--- config.mk ---
export PLATFORM = sky130hd
export DESIGN_NAME = mvu_pe_acc_ctrl_flat
export DESIGN_NICKNAME = d
export VERILOG_FILES = /design/src/rtl/mvau_defn.sv /design/src/rtl/mvu_pe_acc_ctrl_if.sv /design/src/rtl/mvu_pe_acc_add.sv /design/src/rtl/mvu_pe_acc_ctrl.sv /design/src/flat_wrapper.sv
export SDC_FILE = /design/constraint.sdc
export NUM_CORES = 1
export LEC_CHECK = 0
export BUFFER_PORTS_ARGS = -buffer_cell sky130_fd_sc_hd__buf_4
export CAP_MARGIN = 10
export CORE_MARGIN = 2
export CORE_UTILIZATION = 51
export DETAILED_ROUTE_END_ITERATION = 8
export GPL_TIMING_DRIVEN = 0
export PLACE_DENSITY = 0.75
export RECOVER_POWER = 50
export SYNTH_ARGS = -nofsm -noshare
export SYNTH_HDL_FRONTEND = slang
export SYNTH_SLANG_ARGS = --single-unit
--- constraint.sdc ---
create_clock -name aclk -period 3 [get_ports aclk]
set_input_delay 0.15 -clock aclk [delete_from_list [all_inputs] [get_ports aclk]]
set_output_delay 0.15 -clock aclk [all_outputs]
set_load 0.03 [all_outputs]
--- src/rtl/mvau_defn.sv ---
// Shared types and width helpers for the MVU processing-element accumulation path.
package mvau_defn;

    typedef enum logic {
        S_ACC = 1'b0,
        S_OUT = 1'b1
    } acc_state_t;

    // Fold counter width; a single-fold row still needs one bit for the address port.
    function automatic int sf_width(input int sf);
        return (sf > 1) ? $clog2(sf) : 1;
    endfunction

endpackage

--- src/rtl/mvu_pe_acc_ctrl_if.sv ---
// Partial-sum input and row-result output handshake bundle of one PE accumulator.
interface mvu_pe_acc_ctrl_if #(
    parameter int TDstI = 4,
    parameter int TA    = 8,
    parameter int SF_W  = 2
);
    logic             in_v;
    logic             in_rdy;
    logic [TDstI-1:0] in_add;
    logic [SF_W-1:0]  sf_cnt;
    logic             out_v;
    logic             out_rdy;
    logic [TA-1:0]    out_acc;

    modport master (
        output in_v, in_add, out_rdy,
        input  in_rdy, sf_cnt, out_v, out_acc
    );

    modport slave (
        input  in_v, in_add, out_rdy,
        output in_rdy, sf_cnt, out_v, out_acc
    );
endinterface

--- src/rtl/mvu_pe_acc_add.sv ---
// Combinational fold adder: restart on fold 0, else acc + zero-extended partial sum.
// MVU_PE_ACC_SAT_EN clamps the sum at all-ones instead of wrapping.
module mvu_pe_acc_add #(
    parameter int TDstI = 4,
    parameter int TA    = 8
) (
    input  logic             first,
    input  logic [TA-1:0]    acc,
    input  logic [TDstI-1:0] add,
    output logic [TA-1:0]    sum
);
    logic [TA-1:0] base;
    logic [TA-1:0] add_ext;

    assign base    = first ? '0 : acc;
    assign add_ext = TA'(add);

`ifdef MVU_PE_ACC_SAT_EN
    logic [TA:0] wide;

    // Once clamped, every later add carries out again, so saturation holds for the row.
    assign wide = {1'b0, base} + {1'b0, add_ext};
    assign sum  = wide[TA] ? {TA{1'b1}} : wide[TA-1:0];
`else
    assign sum = base + add_ext;
`endif
endmodule

--- src/rtl/mvu_pe_acc_ctrl.sv ---
// Sequences SF partial sums per row into a TA-bit result; result registered, out_v one cycle after last beat.
// Backpressure: in_rdy drops while a result waits on out_rdy=0. Optional MVU_PE_ACC_SAT_EN saturates.
module mvu_pe_acc_ctrl
    import mvau_defn::*;
#(
    parameter int SF    = 4,
    parameter int TDstI = 4,
    parameter int TA    = 8
) (
    input  logic              aclk,
    input  logic              areset,
    mvu_pe_acc_ctrl_if.slave  bus
);
    localparam int SF_W = sf_width(SF);

    acc_state_t      state;
    logic [TA-1:0]   acc;
    logic [TA-1:0]   acc_next;
    logic [TA-1:0]   out_acc_q;
    logic [SF_W-1:0] cnt;
    logic            out_v_q;
    logic            in_rdy;
    logic            accept;
    logic            first;
    logic            last;

    assign in_rdy = ~areset & ((state == S_ACC) | bus.out_rdy);
    assign accept = bus.in_v & in_rdy;
    assign first  = (cnt == '0);
    assign last   = (cnt == SF_W'(SF - 1));

    mvu_pe_acc_add #(
        .TDstI (TDstI),
        .TA    (TA)
    ) u_add (
        .first (first),
        .acc   (acc),
        .add   (bus.in_add),
        .sum   (acc_next)
    );

    always_ff @(posedge aclk or posedge areset) begin
        if (areset) begin
            state     <= S_ACC;
            cnt       <= '0;
            acc       <= '0;
            out_acc_q <= '0;
            out_v_q   <= 1'b0;
        end else begin
            case (state)
                S_ACC: begin
                    if (accept) begin
                        if (last) begin
                            out_acc_q <= acc_next;
                            cnt       <= '0;
                            state     <= S_OUT;
                            out_v_q   <= 1'b1;
                        end else begin
                            acc <= acc_next;
                            cnt <= cnt + SF_W'(1);
                        end
                    end
                end
                S_OUT: begin
                    // accept implies out_rdy here, so the pending result always drains first.
                    if (accept && last) begin
                        out_acc_q <= acc_next;
                        cnt       <= '0;
                    end else if (accept) begin
                        acc     <= acc_next;
                        cnt     <= cnt + SF_W'(1);
                        state   <= S_ACC;
                        out_v_q <= 1'b0;
                    end else if (bus.out_rdy) begin
                        state   <= S_ACC;
                        out_v_q <= 1'b0;
                    end
                end
                default: begin
                    state   <= S_ACC;
                    out_v_q <= 1'b0;
                end
            endcase
        end
    end

    assign bus.in_rdy  = in_rdy;
    assign bus.sf_cnt  = cnt;
    assign bus.out_v   = out_v_q;
    assign bus.out_acc = out_acc_q;
endmodule
--- src/flat_wrapper.sv ---
// flat-port wrapper written by rule: the top's interface ports become plain ports
module mvu_pe_acc_ctrl_flat import mvau_defn::*;
#(
    parameter int SF    = 4,
    parameter int TDstI = 4,
    parameter int TA    = 8
)
  (aclk, areset, bus_in_v, bus_in_add, bus_out_rdy, bus_in_rdy, bus_sf_cnt, bus_out_v, bus_out_acc);
  mvu_pe_acc_ctrl_if #(.TDstI(TDstI), .TA(TA)) bus_i ();
  input  logic aclk;
  input  logic areset;
  input wire logic [$bits(bus_i.in_v)-1:0] bus_in_v;
  input wire logic [$bits(bus_i.in_add)-1:0] bus_in_add;
  input wire logic [$bits(bus_i.out_rdy)-1:0] bus_out_rdy;
  output wire logic [$bits(bus_i.in_rdy)-1:0] bus_in_rdy;
  output wire logic [$bits(bus_i.sf_cnt)-1:0] bus_sf_cnt;
  output wire logic [$bits(bus_i.out_v)-1:0] bus_out_v;
  output wire logic [$bits(bus_i.out_acc)-1:0] bus_out_acc;
  assign bus_i.in_v = bus_in_v;
  assign bus_i.in_add = bus_in_add;
  assign bus_i.out_rdy = bus_out_rdy;
  assign bus_in_rdy = bus_i.in_rdy;
  assign bus_sf_cnt = bus_i.sf_cnt;
  assign bus_out_v = bus_i.out_v;
  assign bus_out_acc = bus_i.out_acc;
  mvu_pe_acc_ctrl #(.SF(SF), .TDstI(TDstI), .TA(TA)) u_core (.aclk(aclk), .areset(areset), .bus(bus_i));
endmodule
==> flow_summary_export.csv <==
group,metric,value,unit
setup_path,cp_max_fo,10,
sta,fin_worst_skew,2.76,ps
synth,ys_seq_area_share,42.3,%
floorplanning,placementRows,17,
floorplanning,core,0.00221,mm^2
power_and_ir_drop,clkPwrFrac,15.6,%
sta,hold_viol,20,
setup_path,cp_num_cells,11,
setup_path,cp.buffers_inverters,3,
floorplanning,start_util,53.5,%
synth,syn_nets,135,
run_status,status,"finished, violations left",
setup_path,start_kind,"flop",
setup_path,criticalPathCategory,"reg2reg",
power_and_ir_drop,p_comb_share,52.9,%
min_path,hold_class,"in2async",
grt,grt_max_degree,21,
synth,synth_edf_count,0,
setup_path,path_cells,"inv_1, ha_1, clkbuf_2, nor2b_1, ha_1, inv_1, fa_1, nor2b_1, o21ai_0, and3_1, o31ai_1",
power_and_ir_drop,power.total,1.45,mW
cts,root_buffer,"clkbuf_4",
synth,netlist_area,0.00118,mm^2
sta,slew_headroom,47.7,%
sta,finalMaxSlewViolations,0,
floorplanning,dieHeight,52.2,um
layout,nNetsFinal,159,
synth,synthArstFlopShare,100,%
detailed_routing,drtAntennaViolNets,0,
detailed_routing,viasPerCell,5.73,
power_and_ir_drop,switching_share,43.5,%
detailed_routing,num_vias,979,
grt,grt_pass1_wl,4190,um
detailed_routing,met3_length,122,um
placement,numPortBuffers,19,
layout,area_growth,17.4,%
cts,cts_tree,"yes",
sta,setup_tns,0,ps
detailed_routing,wirelength,2420,um
grt,grt_pass1_vias,962,
sta,fmax,0.373,GHz
sta,setup_violations,0,
placement,finalWeightedCongestion,0.808,
detailed_routing,firstDrtPassIters,4,
sta,fin_ws,318,ps
power_and_ir_drop,peakVddDrop,664,uV
layout,diodes,0,
synth,yosysUniqueCellTypes,43,
power_and_ir_drop,netSwitchingPower,0.632,mW
setup_path,required,3220,ps
cts,cts_sinks,20,
setup_path,worstPathArrival,2900,ps
sta,fin_crit_sh,89.4,%
grt,overflow,0,
setup_path,cpPeakStageDelay,430,ps
grt,track_usage,21.2,%
flow_run,max_cap_viol_count,0,
detailed_routing,m1WireLength,1050,um
cts,cts-buffers-inserted,3,
power_and_ir_drop,power_frac_seq,31.6,%
run_status,violations,"hold timing",
setup_path,critPathSlowestCell,"dfrtp_1",
detailed_routing,drtIter0Drc,17,
placement,dpl.hpwl,1790,um
layout,final_core_util,62.7,%
cts,clk_pin_slew,120,ps
synth,synthCells,120,
detailed_routing,wl_met2,1220,um
cts,insertion_delay,310,ps
setup_path,critPathTopFamily,"adder cells",
layout,drive_gt1_share,16.8,%
power_and_ir_drop,p_leak,0.658,nW
floorplanning,die_w,52.2,um
cts,clockBufferDepth,2,
layout,fill_cells,195,
sta,tightest_slew,784,ps
grt,antenna_found_initial,0,
synth,ys_ff_latch,20,
detailed_routing,drc,0,
synth,ys.flop_type,"dfrtp_1",
power_and_ir_drop,power.density,1050,mW/mm^2
placement,pre_cts_ws,184,ps
sta,rsz0062_at_grt,"no",
cts,cts_max_level,1,
floorplanning,die-area,0.00272,mm^2
sta,hold_slack,-21.0,ps
detailed_routing,wl_per_cell,14.2,um
synth,avgSynthCellArea,9.85,um^2
floorplanning,ios,20,
power_and_ir_drop,intPower,0.820,mW
synth,yosysWarnings,0,
sta,fin_crit,2680,ps
setup_path,r2r_cells,11,
setup_path,worstSetupEndpointType,"flop",
detailed_routing,dr.max_layer_used,"met4",
-- placed cells by master, fill, tap and decap left out, types with 2 or more instances in the layout --
master    synthesis  final
nor3_1            3      3
and4b_1           2      2
xnor2_1           2      2
or3_1             2      2
nand2_1          11     11
a21oi_1           4      4
clkbuf_4          0      3
xor2_1            2      2
dfrtp_1          20     20
clkbuf_1          2      8
nor2_1            2      2
o21ai_0          12     12
ha_1              6      6
inv_1             9      9
nand3_1           2      2
nor2b_1           6      6
nand2b_1          4      4
and3_1            2      2
mux2_2            3      3
buf_4             0     12
o31ai_1           2      2
-- final cells by class --
class / instances / area (um^2) / area share (%)
multi-input combinational: 87 / 624 / 45.0
tap: 28 / 35.0 / 2.52
clock buffer: 3 / 22.5 / 1.62
inverter: 9 / 33.8 / 2.43
clock inverter: 1 / 30.0 / 2.16
buffer: 4 / 25.0 / 1.80
sequential: 20 / 500 / 36.1
timing repair buffer: 19 / 116 / 8.39
-- final timing paths --
kind	startpoint	end	slack, ps
worst max-delay path	u_core.bus.sf_cnt[0]	u_core.bus.out_acc[4]	320
worst min-delay path	areset	u_core.bus.sf_cnt[0]	-20
worst max register to register	u_core.bus.sf_cnt[0]	u_core.bus.out_acc[4]	320
worst min register to register	u_core.bus.out_acc[2]	u_core.bus.out_acc[2]	490
max in group asynchronous	areset	u_core.acc[7]	2540
min in group aclk	bus_out_rdy	u_core.bus.out_v	150
-- per-layer routing --
layer  GRT usage (%)  vias up
li1                -      475
met1            25.9      462
met2            37.1       36
met3            3.45        6
met4            8.55        0
met5               0        -
-- registers in the layout, indices dropped and copies added (netlist names) --
name and flops:
u_core.acc 8, u_core.bus.out_acc 8, u_core.bus.sf_cnt 2, u_core.bus.out_v 1
u_core.state 1
-- kinds of logic (layout without fill, tap and decap cells) --
kind of cell	count (synthesis)	in the layout	synth area share (%)
buf+inv	13	36	4.87
compound gates	32	32	18.2
simple gates	40	40	19.8
xor+xnor	4	4	2.96
mux	4	4	3.81
fa+ha+maj	7	7	8.04
flops	20	20	42.3
-- power groups by stage --
stage / clock network, mW / logic [mW] / registers [mW]
final: 0.226 / 0.767 / 0.458
after global routing: 0.236 / 0.854 / 0.474
after CTS: 0.226 / 0.804 / 0.460
after detailed placement: 0 / 0.796 / 0.468
after global placement: 0 / 0.776 / 0.459
after floorplan: 0 / 0.443 / 0.583
-- cell usage after synthesis (2+ instances only) --
cell type,number,area (um^2)
a21oi_1,4,20.0
and3_1,2,12.5
and4b_1,2,20.0
clkbuf_1,2,7.51
dfrtp_1,20,500
ha_1,6,75.1
inv_1,9,33.8
mux2_2,3,33.8
nand2_1,11,41.3
nand2b_1,4,25.0
nand3_1,2,10.0
nor2_1,2,7.51
nor2b_1,6,37.5
nor3_1,3,15.0
o21ai_0,12,60.1
o31ai_1,2,15.0
or3_1,2,12.5
xnor2_1,2,17.5
xor2_1,2,17.5
-- metrics by stage --
stage | instances | hold slack, ps | instance area [um^2]
after floorplan | 120 | 114 | 1180
after global placement | 167 | 345 | 1360
after detailed placement | 167 | 354 | 1360
after CTS | 171 | 11.0 | 1410
after global routing | 171 | 58.8 | 1390
final | 171 | -21.0 | 1390
-- timing repair --
action,CTS,global route
hold endpoints to repair,0,0
resized for setup,0,2
buffers inserted,0,0
hold buffers,0,0
endpoints found under the setup margin,0,6
Power figures use the tool's default switching activity.
